[config.mk]
export PLATFORM = sky130hd
export DESIGN_NAME = rst_seq_ctrl
export DESIGN_NICKNAME = d
export VERILOG_FILES = /design/src/rtl/rst_seq_pkg.sv /design/src/rtl/rst_sync.sv /design/src/rtl/rst_seq_ctrl.sv
export SDC_FILE = /design/constraint.sdc
export NUM_CORES = 1
export LEC_CHECK = 0
export CORE_UTILIZATION = 50
export CTS_BUF_LIST = sky130_fd_sc_hd__clkbuf_4 sky130_fd_sc_hd__clkbuf_8
export DETAILED_ROUTE_END_ITERATION = 10
export DONT_BUFFER_PORTS = 1
export GPL_TIMING_DRIVEN = 0
export REMOVE_ABC_BUFFERS = 1
export SLEW_MARGIN = 20
export SYNTH_ARGS = -nofsm -noshare
export SYNTH_HDL_FRONTEND = slang
export SYNTH_SLANG_ARGS = --single-unit
[constraint.sdc]
create_clock -name clk -period 2.7 [get_ports clk]
set_input_delay 0.54 -clock clk [delete_from_list [all_inputs] [get_ports clk]]
set_output_delay 0.54 -clock clk [all_outputs]
set_load 0.005 [all_outputs]
[src/rtl/rst_seq_pkg.sv]
// Shared types and width helpers for the reset sequencer.
package rst_seq_pkg;

  typedef enum logic [2:0] {
    SYNC    = 3'd0,
    HOLD    = 3'd1,
    RELEASE = 3'd2,
    DONE    = 3'd3,
    ASSERT  = 3'd4
  } rst_seq_state_e;

  // Counter has to reach the larger of the hold time and the stagger.
  function automatic int cnt_width(input int hold, input int stagger);
    int m;
    m = (hold > stagger) ? hold : stagger;
    return $clog2(m + 1);
  endfunction

  function automatic int idx_width(input int n);
    return (n > 1) ? $clog2(n) : 1;
  endfunction

endpackage

[src/rtl/rst_sync.sv]
// Reset synchroniser: asserts asynchronously, deasserts after STAGES clk edges.
module rst_sync #(
  parameter int STAGES = 2
) (
  input  logic clk,
  input  logic rst_n,
  output logic sync_rst_n
);

  logic [STAGES-1:0] chain;

  always_ff @(posedge clk or negedge rst_n) begin
    if (!rst_n) chain <= '0;
    else        chain <= {chain[STAGES-2:0], 1'b1};
  end

  assign sync_rst_n = chain[STAGES-1];

endmodule

[src/rtl/rst_seq_ctrl.sv]
// Multi-channel reset sequencer: sync, hold, staggered per-channel release, soft re-run.
// Optional RST_SEQ_CNT_EN adds a saturating soft-reset counter and last-released-channel index.
module rst_seq_ctrl
  import rst_seq_pkg::*;
#(
  parameter int NUM_CH      = 4,
  parameter int HOLD_CYCLES = 16,
  parameter int STAGGER     = 4,
  parameter int SYNC_STAGES = 2
) (
  input  logic              clk,
  input  logic              reset,
  input  logic              sw_rst_req,
  input  logic [NUM_CH-1:0] ch_mask,
  output logic [NUM_CH-1:0] ch_rst_n,
  output logic              seq_busy,
  output logic              seq_done,
  output logic [2:0]        seq_state
`ifdef RST_SEQ_CNT_EN
  ,
  output logic [7:0]                       rst_count,
  output logic [idx_width(NUM_CH)-1:0]     last_rel_ch
`endif
);

  localparam int CW = cnt_width(HOLD_CYCLES, STAGGER);
  localparam int SW = $clog2(NUM_CH + 1);
`ifdef RST_SEQ_CNT_EN
  localparam int IW = idx_width(NUM_CH);
`endif

  logic              sync_rst_n;
  rst_seq_state_e    state;
  logic [CW-1:0]     cnt;
  logic [SW-1:0]     slot;
  logic [SW-1:0]     nxt_slot;
  logic [NUM_CH-1:0] mask_q;

  assign nxt_slot  = slot + 1'b1;
  assign seq_state = state;

  rst_sync #(.STAGES(SYNC_STAGES)) u_sync (
    .clk        (clk),
    .rst_n      (reset),
    .sync_rst_n (sync_rst_n)
  );

  always_ff @(posedge clk or negedge reset) begin
    if (!reset) begin
      state    <= SYNC;
      cnt      <= '0;
      slot     <= '0;
      mask_q   <= '0;
      ch_rst_n <= '0;
      seq_busy <= 1'b1;
      seq_done <= 1'b0;
`ifdef RST_SEQ_CNT_EN
      rst_count   <= '0;
      last_rel_ch <= '0;
`endif
    end else if (sw_rst_req && state != SYNC) begin
      // Soft request beats any count in progress, even mid-release.
      state    <= ASSERT;
      cnt      <= '0;
      slot     <= '0;
      ch_rst_n <= '0;
      seq_busy <= 1'b1;
      seq_done <= 1'b0;
`ifdef RST_SEQ_CNT_EN
      if (rst_count != 8'hFF) rst_count <= rst_count + 1'b1;
`endif
    end else begin
      case (state)
        SYNC: begin
          if (sync_rst_n) state <= HOLD;
        end
        HOLD: begin
          if (cnt == CW'(HOLD_CYCLES - 1)) begin
            state       <= RELEASE;
            cnt         <= '0;
            slot        <= '0;
            mask_q      <= ch_mask;
            ch_rst_n[0] <= ~ch_mask[0];
`ifdef RST_SEQ_CNT_EN
            if (!ch_mask[0]) last_rel_ch <= '0;
`endif
          end else begin
            cnt <= cnt + 1'b1;
          end
        end
        RELEASE: begin
          if (cnt == CW'(STAGGER - 1)) begin
            cnt <= '0;
            if (slot == SW'(NUM_CH - 1)) begin
              state    <= DONE;
              slot     <= '0;
              seq_busy <= 1'b0;
              seq_done <= 1'b1;
            end else begin
              slot <= nxt_slot;
              for (int i = 0; i < NUM_CH; i++) begin
                if (SW'(i) == nxt_slot && !mask_q[i]) begin
                  ch_rst_n[i] <= 1'b1;
`ifdef RST_SEQ_CNT_EN
                  last_rel_ch <= IW'(i);
`endif
                end
              end
            end
          end else begin
            cnt <= cnt + 1'b1;
          end
        end
        DONE: begin
          state <= DONE;
        end
        ASSERT: begin
          state <= HOLD;
          cnt   <= '0;
        end
        default: state <= SYNC;
      endcase
    end
  end

endmodule

==> results.cfg <==
[run_status]
status = finished, final reports clean

[detailed_routing]
antenna_left = 0
wire_per_inst_um = 16.09
first_iter_violations = 21
via_per_inst = 5.851
dr_total_vias = 901
first_pass_iters = 4
wirelength_um = 2478
post-route-drc-count = 0

[global_route]
grt_pass1_vias = 852
grt_max_degree = 23
grt_usage_pct = 21.30
grt_pass1_wl_um = 4002
grt-ovfl-total = 0
antenna_found_initial = 0

[floorplanning]
die_y_um = 52.50
start_util_pct = 55.50
placementRows = 17
die_w_um = 52.50
coreArea_um2 = 2297
die_area_um2 = 2756
io_pins = 16

[clock_tree]
tritoncts = done
cts_buffers = 3
path_clk_slew_ns = 0.12
max-clock-path-buffers = 2
htreeDepth = 1
clk_latency_ns = 0.31
cts.sinks = 23
postCtsSetupRepairBufs = 0
root_buffer = clkbuf_4

[critical_path]
required_ns = 2.96
crit_buf_inv = 1
arrival_ns = 2.37
reg2reg_depth = 8
worstSetupStartpointType = flip-flop
path_common_cell = ha_1
worstReg2RegEnd = slot[0]
reg2reg_setup_slack_ns = 0.59
cp_max_fo = 4
crit_path_top_delay_cell = dfrtp_1
crit_family = compound AO/OA/AOI/OAI gates
slowest_delay_ns = 0.43
path_cells = ha_1, nand3_1, inv_1, ha_1, and3b_1, o21ba_2, o21ai_0, mux2_2
crit_type = reg -> reg
timing.rr.start = cnt[0]
worst_setup_path_end_kind = flip-flop

[synth]
synth.top_cell.area_share_pct = 43.18
syn_avg_cell_area_um2 = 10.20
synthTopCellsByCount = dfrtp_1, nor2_1, inv_1
synth.most_common_cell = dfrtp_1
netlist_area_um2 = 1275
synth_cell_types = 39
ys_warn_count = 0
yosys.area.top_type = dfrtp_1
synthCells = 125
synth_edf_count = 0
yosysSeqAreaShare_pct = 45.24
ys_seq_elements = 23
synth_area_leaders = dfrtp_1, ha_1, mux2_2, nor2_1, inv_1
postSynth.asyncResetShare_pct = 100.0
synth_flop_cell = dfrtp_1

[sta]
max_freq_mhz = 474.4
max-slew-margin-rel_pct = 56.06
rsz0062_at_grt = no
maxSlewViolCount = 0
worst_slew_pin_slew_ns = 0.6499
clock_skew_ns = 0.002827
period_share_pct = 78.08
hold_violations = 0
finalSetupViolCount = 0
finalCriticalPeriod_ns = 2.108
setup_tns_ns = 0

[placed_design]
hpwl_um = 1804
gp_congestion = 0.7598
port_buffers = 0

[hold_path]
min_path_type = in -> async

[layout]
drive_above_1_share_pct = 12.70
area_growth_pct = 4.121
diodes = 0
fin_util_pct = 57.79
final_net_count = 144

[run]
cap_violations = 0

[pwr]
switchingPower_mw = 0.2708
power.share.clock_pct = 21.5
power.density_nw_per_um2 = 598.5
p_comb_share_pct = 21.9
netSwitchingFraction_pct = 34.08
p_leak_nw = 0.6000
vdd_drop_max_uv = 469.0
pwr-share-seq_pct = 56.6
intPower_mw = 0.5238
[worst register-to-register path, stage by stage, from the launching register on]
cell and delay [ns]:
dfrtp_1 0.43, ha_1 0.24, nand3_1 0.10, inv_1 0.05, ha_1 0.22, and3b_1 0.21, o21ba_2 0.24, o21ai_0 0.33
mux2_2 0.23
[worst max path at each step]
stage                      start       to  slack, ns  depth (start not counted)
after detailed placement  cnt[0]  slot[0]       0.63                          8
after floorplan           cnt[0]  slot[0]       0.89                          8
after global routing      cnt[0]  slot[0]       0.49                          8
after CTS                 cnt[0]  slot[0]       0.60                          8
after global placement    cnt[0]  slot[0]       0.66                          8
final                     cnt[0]  slot[0]       0.59                          8
[kinds of logic after synthesis]
| kind of cell | synth area share (%) |
|---|---|
| simple gates | 16.29 |
| other cells | 0.2941 |
| fa+ha+maj | 10.70 |
| compound gates | 15.70 |
| flops | 45.24 |
| buf+inv | 5.202 |
| mux | 5.201 |
| xor+xnor | 1.374 |
[final cells by class]
| class | count | area (um^2) |
|---|---|---|
| inverter | 13 | 48.80 |
| multi-input combinational | 85 | 631.9 |
| timing repair buffer | 1 | 5.005 |
| fill | 217 | 969.7 |
| sequential | 23 | 576.8 |
| clock buffer | 4 | 30.03 |
| tap | 28 | 35.03 |
[layout by cell type (no fill, tap or decap), drive strengths merged, types with 4 or more instances in the layout]
cell    netlist  routed
dfrtp        22      22
nor2         15      15
inv          13      13
ha           10      10
mux2          5       5
nand3         4       4
nand2         4       4
o21ai         4       4
a21oi         4       4
clkbuf        2       4
[state kept, by name, indices dropped and copies added, names as in the netlist]
register      count
ch_rst_n          4
seq_busy          1
slot              3
seq_state         3
u_sync.chain      2
seq_done          1
cnt               5
mask_q            4
[what timing repair did]
action,in CTS,in global routing
gates resized for setup,0,0
hold buffers,1,0
hold endpoints to repair,22,0
[power by group through the flow]
stage / Combinational [mW] / Clock, mW / Sequential, mW
after floorplan: 0.139 / 0 / 0.439
after global placement: 0.163 / 0 / 0.455
after detailed placement: 0.167 / 0 / 0.458
after CTS: 0.176 / 0.179 / 0.450
after global routing: 0.203 / 0.199 / 0.460
final: 0.174 / 0.171 / 0.450
[per-layer routing]
metal | vias to the layer above | wire length, um | track usage [%]
li1 | 437 | - | -
met1 | 436 | 1129 | 28.44
met2 | 23 | 1169 | 31.01
met3 | 5 | 134 | 6.667
met4 | 0 | 44 | 10.09
met5 | - | 0 | 0
[metrics by stage]
stage | power, mW | instance area [um^2] | setup slack, ns | hold slack (ns) | instances
after global routing | 0.8613 | 1328 | 0.4924 | 0.004070 | 154
after detailed placement | 0.6249 | 1292 | 0.6253 | 0.2449 | 149
after CTS | 0.8052 | 1333 | 0.5959 | 0.03174 | 154
after global placement | 0.6182 | 1292 | 0.6636 | 0.2449 | 149
after floorplan | 0.5782 | 1257 | 0.8877 | 0.2444 | 121
final | 0.7945 | 1328 | 0.5919 | 0.04866 | 154
(Power assumes the default switching activity.)
